==> config.mk <==
export PLATFORM = sky130hd
export DESIGN_NAME = boxing_round_ctrl
export DESIGN_NICKNAME = d
export VERILOG_FILES = /design/src/rtl/boxing_round_ctrl.sv
export SDC_FILE = /design/constraint.sdc
export NUM_CORES = 1
export LEC_CHECK = 0
export CAP_MARGIN = 20
export CORE_MARGIN = 2
export CORE_UTILIZATION = 40
export CTS_BUF_LIST = sky130_fd_sc_hd__clkbuf_2 sky130_fd_sc_hd__clkbuf_4 sky130_fd_sc_hd__clkbuf_8
export DETAILED_ROUTE_END_ITERATION = 6
export HOLD_SLACK_MARGIN = 0.03
export PLACE_DENSITY = 0.6
export SYNTH_ARGS = -nofsm -noshare
export SYNTH_HDL_FRONTEND = slang
export SYNTH_SLANG_ARGS = --single-unit
==> constraint.sdc <==
create_clock -name clk -period 5.1 [get_ports clk]
set_clock_uncertainty 0.2 [all_clocks]
set_input_delay 1.02 -clock clk [delete_from_list [all_inputs] [get_ports clk]]
set_output_delay 1.02 -clock clk [all_outputs]
set_load 0.005 [all_outputs]
==> src/rtl/boxing_round_ctrl.sv <==
// Boxing-game round sequencer: synchronises the start/punch buttons, times each phase
// with a prescaled tick, judges punch timing and drives mode/step for the 5-LED display.
module boxing_round_ctrl #(
  parameter int unsigned TICK_DIV   = 12500000,
  parameter int unsigned HIT_POS    = 4,
  parameter int unsigned HOLD_TICKS = 4,
  parameter int unsigned MAX_ROUNDS = 8
) (
  input  logic       clk,
  input  logic       rst,
  input  logic       start,
  input  logic       punch,
  output logic [1:0] state,
  output logic [2:0] step,
  output logic [2:0] hits,
  output logic       done,
  output logic       ko
);

  localparam logic [1:0] IDLE   = 2'b00;
  localparam logic [1:0] CHARGE = 2'b10;
  localparam logic [1:0] SWEEP  = 2'b11;
  localparam logic [1:0] HEALTH = 2'b01;

  localparam int CNT_W  = $clog2(TICK_DIV);
  localparam int HOLD_W = (HOLD_TICKS > 1) ? $clog2(HOLD_TICKS) : 1;

  localparam logic [CNT_W-1:0]  TICK_LAST = CNT_W'(TICK_DIV - 1);
  localparam logic [HOLD_W-1:0] HOLD_LAST = HOLD_W'(HOLD_TICKS - 1);
  localparam logic [2:0]        HIT_STEP  = 3'(HIT_POS);
  localparam logic [3:0]        LAST_RND  = 4'(MAX_ROUNDS);
  localparam logic [2:0]        TOP_STEP  = 3'd4;

  logic [2:0]        startSync_q;
  logic [2:0]        punchSync_q;
  logic              startE_q;
  logic              punchE_q;

  logic [1:0]        state_q, state_d;
  logic [2:0]        step_q, step_d;
  logic [2:0]        hits_q, hits_d;
  logic [3:0]        rounds_q, rounds_d;
  logic              done_q, done_d;
  logic              ko_q, ko_d;
  logic [HOLD_W-1:0] hold_q, hold_d;
  logic [CNT_W-1:0]  tickCnt_q, tickCnt_d;

  logic              tick;
  logic [2:0]        hitsInc;

  // Two flops of synchronisation, the third flop only remembers the previous level
  // so the edge pulse is registered and lands 3 clk after the raw rise.
  always_ff @(posedge clk or negedge rst) begin
    if (!rst) begin
      startSync_q <= '0;
      punchSync_q <= '0;
      startE_q    <= 1'b0;
      punchE_q    <= 1'b0;
    end else begin
      startSync_q <= {startSync_q[1:0], start};
      punchSync_q <= {punchSync_q[1:0], punch};
      startE_q    <= startSync_q[1] & ~startSync_q[2];
      punchE_q    <= punchSync_q[1] & ~punchSync_q[2];
    end
  end

  assign tick    = (tickCnt_q == TICK_LAST);
  assign hitsInc = (hits_q == TOP_STEP) ? hits_q : hits_q + 3'd1;

  always_comb begin
    state_d  = state_q;
    step_d   = step_q;
    hits_d   = hits_q;
    rounds_d = rounds_q;
    done_d   = done_q;
    ko_d     = ko_q;
    hold_d   = hold_q;
    case (state_q)
      IDLE: begin
        step_d = 3'd0;
        if (startE_q) begin
          hits_d   = 3'd0;
          rounds_d = 4'd0;
          done_d   = 1'b0;
          ko_d     = 1'b0;
          state_d  = CHARGE;
        end
      end
      CHARGE: begin
        if (tick) begin
          if (step_q < TOP_STEP) begin
            step_d = step_q + 3'd1;
          end else begin
            state_d = SWEEP;
            step_d  = 3'd0;
          end
        end
      end
      SWEEP: begin
        // A punch is judged before a tick arriving in the same cycle.
        if (punchE_q) begin
          state_d  = HEALTH;
          rounds_d = rounds_q + 4'd1;
          hold_d   = '0;
          if (step_q == HIT_STEP) begin
            hits_d = hitsInc;
            step_d = hitsInc;
          end else begin
            step_d = hits_q;
          end
        end else if (tick) begin
          if (step_q < TOP_STEP) begin
            step_d = step_q + 3'd1;
          end else begin
            state_d  = HEALTH;
            rounds_d = rounds_q + 4'd1;
            hold_d   = '0;
            step_d   = hits_q;
          end
        end
      end
      HEALTH: begin
        step_d = hits_q;
        if (done_q) begin
          if (startE_q) begin
            state_d = IDLE;
            step_d  = 3'd0;
          end
        end else if (tick) begin
          if (hold_q == HOLD_LAST) begin
            if (hits_q == TOP_STEP) begin
              done_d = 1'b1;
              ko_d   = 1'b1;
            end else if (rounds_q == LAST_RND) begin
              done_d = 1'b1;
              ko_d   = 1'b0;
            end else begin
              state_d = CHARGE;
              step_d  = 3'd0;
            end
          end else begin
            hold_d = hold_q + HOLD_W'(1);
          end
        end
      end
      default: begin
        state_d = IDLE;
        step_d  = 3'd0;
      end
    endcase
  end

  // Restarting the prescaler on every transition gives each phase a full first tick.
  always_comb begin
    tickCnt_d = tickCnt_q + CNT_W'(1);
    if ((state_d != state_q) || tick) begin
      tickCnt_d = '0;
    end
  end

  always_ff @(posedge clk or negedge rst) begin
    if (!rst) begin
      state_q   <= IDLE;
      step_q    <= 3'd0;
      hits_q    <= 3'd0;
      rounds_q  <= 4'd0;
      done_q    <= 1'b0;
      ko_q      <= 1'b0;
      hold_q    <= '0;
      tickCnt_q <= '0;
    end else begin
      state_q   <= state_d;
      step_q    <= step_d;
      hits_q    <= hits_d;
      rounds_q  <= rounds_d;
      done_q    <= done_d;
      ko_q      <= ko_d;
      hold_q    <= hold_d;
      tickCnt_q <= tickCnt_d;
    end
  end

  assign state = state_q;
  assign step  = step_q;
  assign hits  = hits_q;
  assign done  = done_q;
  assign ko    = ko_q;

endmodule

==> results.sh, run 1 <==
export IMPL_leakagePower_nw=1.25
export IMPL_synth_edf_count=0
export IMPL_dr_pass1_iters=4
export IMPL_dp_hpwl_mm=3.74
export IMPL_std_cell_rows=29
export IMPL_synth_top_family_by_area="simple AND/OR/NAND/NOR gates"
export IMPL_dr_first_iter_drc_count=116
export IMPL_max_clock_path_buffers=2
export IMPL_ios=14
export IMPL_synth_area_mux_share=0.0194
export IMPL_worstMarginPinSlew_ns=0.999
export IMPL_ys_types=52
export IMPL_numPortBuffers=13
export IMPL_n_antenna_cell=0
export IMPL_outcome="finished clean"
export IMPL_nets=299
export IMPL_maxSlewHeadroom=0.332
export IMPL_path_class="flop to output pin"
export IMPL_drive_above_1_share=0.0799
export IMPL_syn_area_sq_um=2640
export IMPL_whs_path_depth=0
export IMPL_setup_violations_final=0
export IMPL_cts_tree="done"
export IMPL_layout_setup_ws_ns=2.34
export IMPL_fmax_ghz=0.363
export IMPL_ctsResizeCount=0
export IMPL_area_growth_pct=10.1
export IMPL_synth_xor_area_share=0.0762
export IMPL_numCtsBuffers=5
export IMPL_period_share=0.540
export IMPL_track_usage=0.157
export IMPL_synthesis_nets=291
export IMPL_synth_fa_ha_area_frac=0.0379
export IMPL_path_depth=1
export IMPL_coreArea_sq_um=6390
export IMPL_pre_cts_ws_ns=2.62
export IMPL_cp_end_kind="output pin"
export IMPL_dp_cells=356
export IMPL_r2r_cells=6
export IMPL_routed_wirelength_mm=5.34
export IMPL_path_clk_slew_ns=0.09
export IMPL_ys_ff_latch=48
export IMPL_root_buffer="clkbuf_8"
export IMPL_antenna_found_initial=0
export IMPL_synth_flop_cell="dfrtp_1"
export IMPL_crit_chain="clkdlybuf4s50_1"
export IMPL_die_area_sq_um=7270
export IMPL_yosys_warnings=0
export IMPL_syn_area_per_cell_sq_um=9.47
export IMPL_vias=2030
export IMPL_cp_arrival_ns=1.54
export IMPL_grt_max_degree=49
export IMPL_wl_per_cell_um=14.6
export IMPL_grt_pass1_wl_mm=9.24
export IMPL_seqCellArea_sq_um=1200
export IMPL_finalMaxSlewViolations=0
export IMPL_grt_pass1_vias=1892
export IMPL_synthSimpleGateAreaFrac=0.264
export IMPL_ir_worst_vdd_mv=0.170
export IMPL_hold_path_class="flop to flop"
export IMPL_critPathBufInv=1
export IMPL_synth_cells=279
export IMPL_slowest_stage="dfrtp_1"
export IMPL_multi_input_area_sq_um=1320
export IMPL_rsz0062_at_grt="no"
export IMPL_clock_latency_ns=0.30
export IMPL_ant_nets=0
export IMPL_start_util=0.414
export IMPL_period_needed_ns=2.76
export IMPL_ys_seq_area_frac=0.455
export IMPL_max_cap_violations=0
export IMPL_die_w_um=85.3
export IMPL_synth_compound_area_frac=0.103
export IMPL_n_fill_cell=607
export IMPL_async_flop_share=1.00
export IMPL_place_congestion=0.947
export IMPL_finalNonFillerCells=365
export IMPL_slowest_delay_ns=0.63
export IMPL_grt_overflow=0
export IMPL_cts_setup_buffers=0
export IMPL_utilization=0.456
export IMPL_viasPerCell=5.56
export IMPL_hold_viol_final=0
export IMPL_finalPower_mw=0.774
export IMPL_htreeDepth=2
export IMPL_critPathTopFamily="flip-flops"
export IMPL_critPathLaunchType="flop"
export IMPL_path_max_fanout=16
export IMPL_cts_sinks=48
export IMPL_route_detailed_drc=0
export IMPL_die_h_um=85.3
export IMPL_cp_data_required_time_ns=3.88
export IMPL_cts_hold_buf=0
export IMPL_setup_tns_ns=0
export IMPL_p_per_area_nw_per_um2=266
## metrics by stage
stage | hold WS [ns] | instance area, sq um
finish | 0.159 | 2910
global route | 0.176 | 2910
CTS | 0.167 | 2890
detailed placement | 0.140 | 2800
global placement | 0.145 | 2800
floorplan | 0.131 | 2640
## power breakdown
part,leakage (nW),internal (mW),switching (mW)
registers,0.633,0.412,0.0369
logic,0.569,0.0469,0.0437
clock network,0.0510,0.108,0.126
total,1.25,0.567,0.207
## sequential cells by signal (all words and copies together) (netlist names)
| signal | cells |
|---|---|
| step | 3 |
| hits | 3 |
| done | 1 |
| punchSync_q | 3 |
| startSync_q | 3 |
| ko | 1 |
| rounds_q | 4 |
| punchE_q | 1 |
| tickCnt_q | 24 |
| hold_q | 2 |
| state | 2 |
| startE_q | 1 |
## cell usage in the layout, fill, tap and decap left out, types with 3 or more instances in the layout
| cell type | n |
|---|---|
| o21ai_0 | 3 |
| inv_1 | 14 |
| nand3_1 | 18 |
| and3_1 | 6 |
| nand2_1 | 29 |
| xor2_1 | 3 |
| xnor2_1 | 20 |
| a21oi_1 | 8 |
| clkdlybuf4s50_1 | 12 |
| a211oi_1 | 3 |
| o221ai_1 | 3 |
| nor3_1 | 10 |
| mux2i_1 | 4 |
| nor4_1 | 7 |
| o211ai_1 | 4 |
| nor2_1 | 32 |
| clkbuf_8 | 6 |
| or3_1 | 4 |
| nor2b_1 | 4 |
| ha_1 | 8 |
| dfrtp_1 | 48 |
| and4b_1 | 3 |
## synthesized netlist by cell type, drive strengths merged (2+ instances only)
| library cell | count | area share |
|---|---|---|
| dfrtp | 48 | 0.45 |
| nor2 | 32 | 0.045 |
| nand2 | 30 | 0.044 |
| xnor2 | 20 | 0.066 |
| nand3 | 18 | 0.034 |
| inv | 14 | 0.020 |
| nor3 | 10 | 0.019 |
| clkbuf | 9 | 0.013 |
| nor4 | 9 | 0.029 |
| a21oi | 8 | 0.015 |
| and3 | 8 | 0.020 |
| ha | 8 | 0.038 |
| o211ai | 5 | 0.016 |
| or3 | 5 | 0.014 |
| buf | 4 | 0.012 |
| mux2i | 4 | 0.015 |
| nor2b | 4 | 0.0095 |
| o21ai | 4 | 0.0076 |
| a211oi | 3 | 0.0085 |
| and4b | 3 | 0.011 |
| o221ai | 3 | 0.0099 |
| xor2 | 3 | 0.0099 |
| a21o | 2 | 0.0057 |
| and2 | 2 | 0.0047 |
| and4 | 2 | 0.0076 |
| nand2b | 2 | 0.0047 |
| nand4 | 2 | 0.0071 |
| o22ai | 2 | 0.0047 |
| o311ai | 2 | 0.0066 |
## kinds of logic after synthesis
| group | after synthesis |
|---|---|
| AOI/OAI and AO/OA | 38 |
| adders and majority gates | 8 |
| and+or+nand+nor | 130 |
| muxes | 5 |
| xor gates and xnor gates | 23 |
| DFF | 48 |
| buffers and inverters | 27 |
## worst reg2reg max path: cells and delay by family, from the launching register on
| family | cells | cell delay [ns] |
|---|---|---|
| adders and majority gates | 1 | 0.22 |
| and+or+nand+nor | 3 | 1.07 |
| DFF | 1 | 0.39 |
| AOI/OAI and AO/OA | 1 | 0.19 |
| muxes | 1 | 0.31 |
## path summary, 6_finish.rpt
| check | startpoint | endpoint | slack [ns] |
|---|---|---|---|
| min in group asynchronous | rst | state[0]$_DFF_PN0_ | 0.38 |
| max in group asynchronous | rst | tickCnt_q[17]$_DFF_PN0_ | 3.84 |
| min | startSync_q[0]$_DFF_PN0_ | startSync_q[1]$_DFF_PN0_ | 0.16 |
| max | state[0]$_DFF_PN0_ | state[0] | 2.34 |
| min reg2reg | startSync_q[0]$_DFF_PN0_ | startSync_q[1]$_DFF_PN0_ | 0.16 |
| max reg2reg | tickCnt_q[0]$_DFF_PN0_ | rounds_q[1]$_DFFE_PN0P_ | 2.61 |
## cell type report
| cell class | count | share of cell area |
|---|---|---|
| Inverter | 14 | 0.0181 |
| Clock buffer | 6 | 0.0284 |
| Timing Repair Buffer | 14 | 0.0499 |
| Multi-Input combinational cell | 204 | 0.454 |
| Sequential cell | 48 | 0.413 |
| Tap cell | 77 | 0.0331 |
| Clock inverter | 2 | 0.00344 |
## per-layer routing
layer | global-route usage | wire length (um) | part of all wire | up-vias
met5 | 0 | 0 | 0 | -
met4 | 0.0476 | 73 | 0.014 | 0
met3 | 0.0302 | 146 | 0.027 | 6
met2 | 0.239 | 2410 | 0.45 | 27
met1 | 0.228 | 2710 | 0.51 | 998
li1 | - | - | - | 999
(Power assumes the default switching activity.)
==> run 2, diff against run 1 <==
==> constraint.sdc (replaced) <==
create_clock -name clk -period 2.8 [get_ports clk]
set_clock_uncertainty 0.2 [all_clocks]
set_input_delay 0.56 -clock clk [delete_from_list [all_inputs] [get_ports clk]]
set_output_delay 0.56 -clock clk [all_outputs]
set_load 0.005 [all_outputs]
==> run 2 against run 1 <==
First-iteration DRC count down 6.0%. Combinational power up 78%. Critical path type is now flop to flop. Power rose by 83%. Setup slack worse by 2.0 ns. Die area unchanged. Largest cell class unchanged. Critical path depth grew 5. Sequential cell count unchanged.
==> results.sh, run 2 (synthesis results as in run 1) <==
export IMPL_ctsResizeCount=0
export IMPL_grt_pass1_vias=1958
export IMPL_die_h_um=85.3
export IMPL_mostFrequentLayoutCells="48 x dfrtp_1, 32 x nor2_1, 29 x nand2_1, 20 x xnor2_1, 18 x nand3_1"
export IMPL_p_per_area_nw_per_um2=484
export IMPL_drive_above_1_share=0.0862
export IMPL_period_needed_ns=2.44
export IMPL_htreeDepth=2
export IMPL_crit_start="tickCnt_q[0]$_DFF_PN0_"
export IMPL_top_regs="tickCnt_q: 24 flops, rounds_q: 4 flops"
export IMPL_leakagePower_nw=1.27
export IMPL_hold_path_class="primary input to asynchronous set/reset pin"
export IMPL_maxSlewHeadroom=0.579
export IMPL_grt_overflow=0
export IMPL_path_max_fanout=12
export IMPL_rsz0062_at_grt="no"
export IMPL_reg2reg_setup_slack_ns=0.36
export IMPL_root_buffer="clkbuf_8"
export IMPL_utilization=0.459
export IMPL_vias=1991
export IMPL_critPathLaunchType="flop"
export IMPL_max_clock_path_buffers=2
export IMPL_cts_tree="done"
export IMPL_crit_path_end="rounds_q[1]$_DFFE_PN0P_"
export IMPL_dp_hpwl_mm=3.78
export IMPL_antenna_found_initial=0
export IMPL_dp_cells=359
export IMPL_dr_pass1_iters=4
export IMPL_layout_commonest_cell="dfrtp_1"
export IMPL_finalNonFillerCells=367
export IMPL_wl_per_cell_um=14.9
export IMPL_max_cap_violations=0
export IMPL_finalMaxSlewViolations=0
export IMPL_r2r_start="tickCnt_q[0]$_DFF_PN0_"
export IMPL_r2r_cells=6
export IMPL_multi_input_area_sq_um=1320
export IMPL_cp_arrival_ns=2.43
export IMPL_dr_first_iter_drc_count=109
export IMPL_cts_sinks=48
export IMPL_cts_setup_buffers=0
export IMPL_ios=14
export IMPL_timing_rr_end="rounds_q[1]$_DFFE_PN0P_"
export IMPL_fmax_ghz=0.410
export IMPL_cts_hold_buf=0
export IMPL_ir_worst_vdd_mv=0.330
export IMPL_ant_nets=0
export IMPL_setup_tns_ns=0
export IMPL_cp_data_required_time_ns=2.79
export IMPL_die_w_um=85.3
export IMPL_std_cell_rows=29
export IMPL_place_congestion=0.880
export IMPL_coreArea_sq_um=6390
export IMPL_setup_violations_final=0
export IMPL_n_fill_cell=597
export IMPL_largest_register_ffs=24
export IMPL_finalPower_mw=1.42
export IMPL_clock_latency_ns=0.30
export IMPL_grt_max_degree=49
export IMPL_grt_pass1_wl_mm=9.50
export IMPL_hold_viol_final=0
export IMPL_viasPerCell=5.43
export IMPL_start_util=0.414
export IMPL_n_antenna_cell=0
export IMPL_cp_end_kind="flop"
export IMPL_seqCellArea_sq_um=1200
export IMPL_numCtsBuffers=5
export IMPL_die_area_sq_um=7270
export IMPL_path_class="flop to flop"
export IMPL_outcome="finished clean"
export IMPL_worstMarginPinSlew_ns=0.626
export IMPL_routed_wirelength_mm=5.47
export IMPL_route_detailed_drc=0
export IMPL_track_usage=0.164
export IMPL_period_share=0.872
export IMPL_numPortBuffers=13
export IMPL_top_register="tickCnt_q"
export IMPL_path_clk_slew_ns=0.08
export IMPL_area_growth_pct=10.9
export IMPL_nets=302
run 2: changes by cell type in the layout (fill, tap and decap cells not counted), sizes merged:
cell and change:
buf +3, clkbuf +1, clkinv -2
run 2: final cells by class:
class	instances	area share
Clock buffer	7	0.0329
Sequential cell	48	0.410
Tap cell	77	0.0329
Inverter	14	0.0179
Multi-Input combinational cell	204	0.451
Timing Repair Buffer	17	0.0555
run 2: metal layers:
| layer | up-vias | wire, um | share of wire | track usage |
|---|---|---|---|---|
| met3 | 10 | 187 | 0.034 | 0.0321 |
| li1 | 995 | - | - | - |
| met5 | - | 0 | 0 | 0 |
| met4 | 0 | 92 | 0.017 | 0.0577 |
| met1 | 951 | 2780 | 0.51 | 0.233 |
| met2 | 35 | 2420 | 0.44 | 0.251 |
run 2: stage by stage:
| stage | cell area [sq um] | hold WS (ns) | worst slack, ns |
|---|---|---|---|
| after floorplan | 2640 | 0.0644 | 0.636 |
| after global placement | 2820 | 0.141 | 0.356 |
| after detailed placement | 2820 | 0.136 | 0.289 |
| after CTS | 2920 | 0.164 | 0.271 |
| after global routing | 2930 | 0.168 | 0.214 |
| final | 2930 | 0.146 | 0.359 |
run 2: worst min-delay path by stage:
stage | from | end | depth (start not counted)
2_1_floorplan | rst | done$_DFFE_PN0P_ | 0
6_report | rst | startE_q$_DFF_PN0_ | 2
5_1_grt | startSync_q[0]$_DFF_PN0_ | startSync_q[1]$_DFF_PN0_ | 0
4_1_cts | rst | startSync_q[1]$_DFF_PN0_ | 2
3_3_place_gp | startSync_q[0]$_DFF_PN0_ | startSync_q[1]$_DFF_PN0_ | 0
3_5_place_dp | startSync_q[0]$_DFF_PN0_ | startSync_q[1]$_DFF_PN0_ | 0
run 2: critical path, stage by stage (launching register included):
cell and delay (ns):
dfrtp_1 0.39, ha_1 0.22, and4_4 0.27, nand2_2 0.17
nor4_2 0.58, o21ai_1 0.19, mux2_2 0.30
run 2: power breakdown:
| group | internal, mW | leakage, nW | total, mW | switching [mW] |
|---|---|---|---|---|
| Clock | 0.220 | 0.0503 | 0.443 | 0.223 |
| Combinational | 0.0836 | 0.583 | 0.161 | 0.0771 |
| Sequential | 0.750 | 0.633 | 0.815 | 0.0657 |
| Total | 1.05 | 1.27 | 1.42 | 0.365 |
==> run 3, diff against run 2 <==
--- a/config.mk
+++ b/config.mk
@@ -5,6 +5,7 @@
 export SDC_FILE = /design/constraint.sdc
 export NUM_CORES = 1
 export LEC_CHECK = 0
+export ABC_AREA = 1
 export CAP_MARGIN = 20
 export CORE_MARGIN = 2
 export CORE_UTILIZATION = 40
==> run 3 against run 2 <==
Via count rose by 14%. Highest routed layer unchanged. Critical endpoint is now step[2]. Global-route usage rose by 0.22 points. Synthesized cell count rose by 31%. Area after synthesis rose by 6.3%. Non-clock buffer count fell by 2. Register-to-register slack improved by 0.24 ns. Sequential cell count did not move. Hold slack improved by 0.012 ns. Clock power rose by 16%. Sequential power rose by 1%. Die area rose by 5.9%. Final area rose by 7.7%. Largest cell class unchanged.
==> results.sh, run 3 <==
export IMPL_outcome="finished clean"
export IMPL_r2r_cells=11
export IMPL_start_util=0.413
export IMPL_ios=14
export IMPL_grt_overflow=0
export IMPL_critPathLaunchType="flop"
export IMPL_slowest_stage="dfrtp_1"
export IMPL_critPathBufInv=1
export IMPL_max_clock_path_buffers=2
export IMPL_vias=2263
export IMPL_largest_register_ffs=24
export IMPL_drive_above_1_share=0.112
export IMPL_coreArea_sq_um=6790
export IMPL_leakagePower_nw=1.37
export IMPL_syn_area_per_cell_sq_um=7.69
export IMPL_layout_commonest_cell="nand2_1"
export IMPL_numPortBuffers=13
export IMPL_hold_viol_final=0
export IMPL_worstMarginPinSlew_ns=0.415
export IMPL_clock_latency_ns=0.31
export IMPL_cts_tree="done"
export IMPL_cp_data_required_time_ns=2.04
export IMPL_setup_violations_final=0
export IMPL_dp_hpwl_mm=4.37
export IMPL_n_antenna_cell=0
export IMPL_routed_wirelength_mm=5.68
export IMPL_p_per_area_nw_per_um2=517
export IMPL_track_usage=0.166
export IMPL_synth_cells=365
export IMPL_hp_start="punchSync_q[0]$_DFF_PN0_"
export IMPL_die_w_um=87.8
export IMPL_ys_seq_area_frac=0.428
export IMPL_antenna_found_initial=0
export IMPL_viasPerCell=4.70
export IMPL_reg2reg_setup_slack_ns=0.60
export IMPL_cp_end_kind="output pin"
export IMPL_rsz0062_at_grt="no"
export IMPL_comb_power_share=0.180
export IMPL_crit_chain="clkdlybuf4s50_1"
export IMPL_async_flop_share=1.00
export IMPL_dr_pass1_iters=4
export IMPL_nets=396
export IMPL_synth_edf_count=0
export IMPL_wl_per_cell_um=11.8
export IMPL_grt_pass1_vias=2157
export IMPL_dr_first_iter_drc_count=159
export IMPL_timing_rr_end="tickCnt_q[1]$_DFF_PN0_"
export IMPL_fmax_ghz=0.446
export IMPL_hold_path_class="flop to flop"
export IMPL_whs_path_depth=0
export IMPL_numCtsBuffers=5
export IMPL_ant_nets=0
export IMPL_ir_worst_vdd_mv=0.279
export IMPL_cts_sinks=48
export IMPL_hold_slack_ns=0.158
export IMPL_area_growth_pct=12.5
export IMPL_std_cell_rows=30
export IMPL_p_int_mw=1.16
export IMPL_p_seq_frac=0.504
export IMPL_critPathTopFamily="flip-flops"
export IMPL_root_buffer="clkbuf_8"
export IMPL_whs_endpoint="punchSync_q[1]$_DFF_PN0_"
export IMPL_top_regs="tickCnt_q: 24 flops, rounds_q: 4 flops"
export IMPL_r2r_start="tickCnt_q[0]$_DFF_PN0_"
export IMPL_maxSlewHeadroom=0.721
export IMPL_synth_most_common_cell="nand2_1"
export IMPL_synth_largest_area_cell="dfrtp_1"
export IMPL_synth_flop_cell="dfrtp_1"
export IMPL_grt_max_degree=33
export IMPL_p_sw_frac=0.292
export IMPL_grt_pass1_wl_mm=10.1
export IMPL_synthesis_nets=377
export IMPL_setup_tns_ns=0
export IMPL_finalMaxSlewViolations=0
export IMPL_netlist_area_leader_share=0.428
export IMPL_mostFrequentLayoutCells="94 x nand2_1, 50 x inv_1, 48 x dfrtp_1, 36 x nor2_1"
export IMPL_max_cap_violations=0
export IMPL_place_congestion=0.856
export IMPL_period_needed_ns=2.24
export IMPL_route_detailed_drc=0
export IMPL_die_h_um=87.8
export IMPL_syn_area_sq_um=2810
export IMPL_htreeDepth=2
export IMPL_cp_arrival_ns=1.48
export IMPL_path_clk_slew_ns=0.09
export IMPL_top_register="tickCnt_q"
export IMPL_path_class="flop to output pin"
export IMPL_yosys_warnings=0
export IMPL_ys_types=30
export IMPL_netSwitchingPower_mw=0.477
export IMPL_synth_commonest_cells="94 x nand2_1, 50 x inv_1, 48 x dfrtp_1"
export IMPL_period_share=0.801
export IMPL_pwr_share_clk=0.316
export IMPL_yosys_top_cells_area="dfrtp_1 43%, nand2_1 13%, inv_1 6.7%"
export IMPL_ctsResizeCount=0
export IMPL_path_max_fanout=13
export IMPL_die_area_sq_um=7710
export IMPL_slowest_delay_ns=0.60
export IMPL_ys_ff_latch=48
run 3: worst max path at each step:
stage	end	from	cells after the start	slack, ns
2_1_floorplan	tickCnt_q[14]$_DFF_PN0_	tickCnt_q[0]$_DFF_PN0_	12	0.95
3_3_place_gp	tickCnt_q[16]$_DFF_PN0_	tickCnt_q[0]$_DFF_PN0_	11	0.64
3_5_place_dp	tickCnt_q[23]$_DFF_PN0_	tickCnt_q[0]$_DFF_PN0_	11	0.60
4_1_cts	step[2]	step[2]$_DFFE_PN0P_	1	0.53
5_1_grt	tickCnt_q[1]$_DFF_PN0_	tickCnt_q[0]$_DFF_PN0_	11	0.32
6_report	step[2]	step[2]$_DFFE_PN0P_	1	0.56
run 3: cell type report:
cell class              instances  area, sq um
inverters                      51          191
flip-flops and latches         48         1200
clock buffers                   5         68.8
well taps                      96          120
repair buffers                 15          143
multi-input cells             263         1390
clock inverters                 3         46.3
fillers                       681         3640
run 3: metrics by stage:
stage	std cells	instance area (sq um)	setup slack (ns)	util	power (mW)
after detailed placement	472	3030	0.602	0.446	1.13
final	481	3160	0.556	0.465	1.63
after CTS	481	3160	0.534	0.465	1.66
after global placement	472	3030	0.643	0.446	1.13
after global routing	481	3160	0.317	0.465	1.75
after floorplan	365	2810	0.949	-	1.04
run 3: power groups by stage:
stage / Clock, mW / Sequential, mW / Combinational, mW
floorplan: 0 / 0.822 / 0.220
global placement: 0 / 0.836 / 0.292
detailed placement: 0 / 0.836 / 0.296
CTS: 0.537 / 0.824 / 0.298
global route: 0.572 / 0.834 / 0.345
finish: 0.516 / 0.824 / 0.294
run 3: repair_timing:
item,CTS,global route
endpoints found under the hold margin,16,0
buffers inserted,0,0
hold buffers,1,0
run 3: logic make-up (layout without fill, tap and decap cells):
| kind of cell | after synthesis | count (layout) | synth area share |
|---|---|---|---|
| AOI/OAI and AO/OA | 37 | 37 | 0.0749 |
| xor gates and xnor gates | 18 | 18 | 0.0562 |
| and+or+nand+nor | 200 | 200 | 0.328 |
| DFF | 48 | 48 | 0.428 |
| adders and majority gates | 8 | 8 | 0.0357 |
| buffers and inverters | 54 | 74 | 0.0780 |
run 3: metal layers:
layer	GRT usage	wire length (um)
met1	0.241	2890
met4	0.0559	91
met3	0.0320	261
met2	0.249	2430
met5	0	0
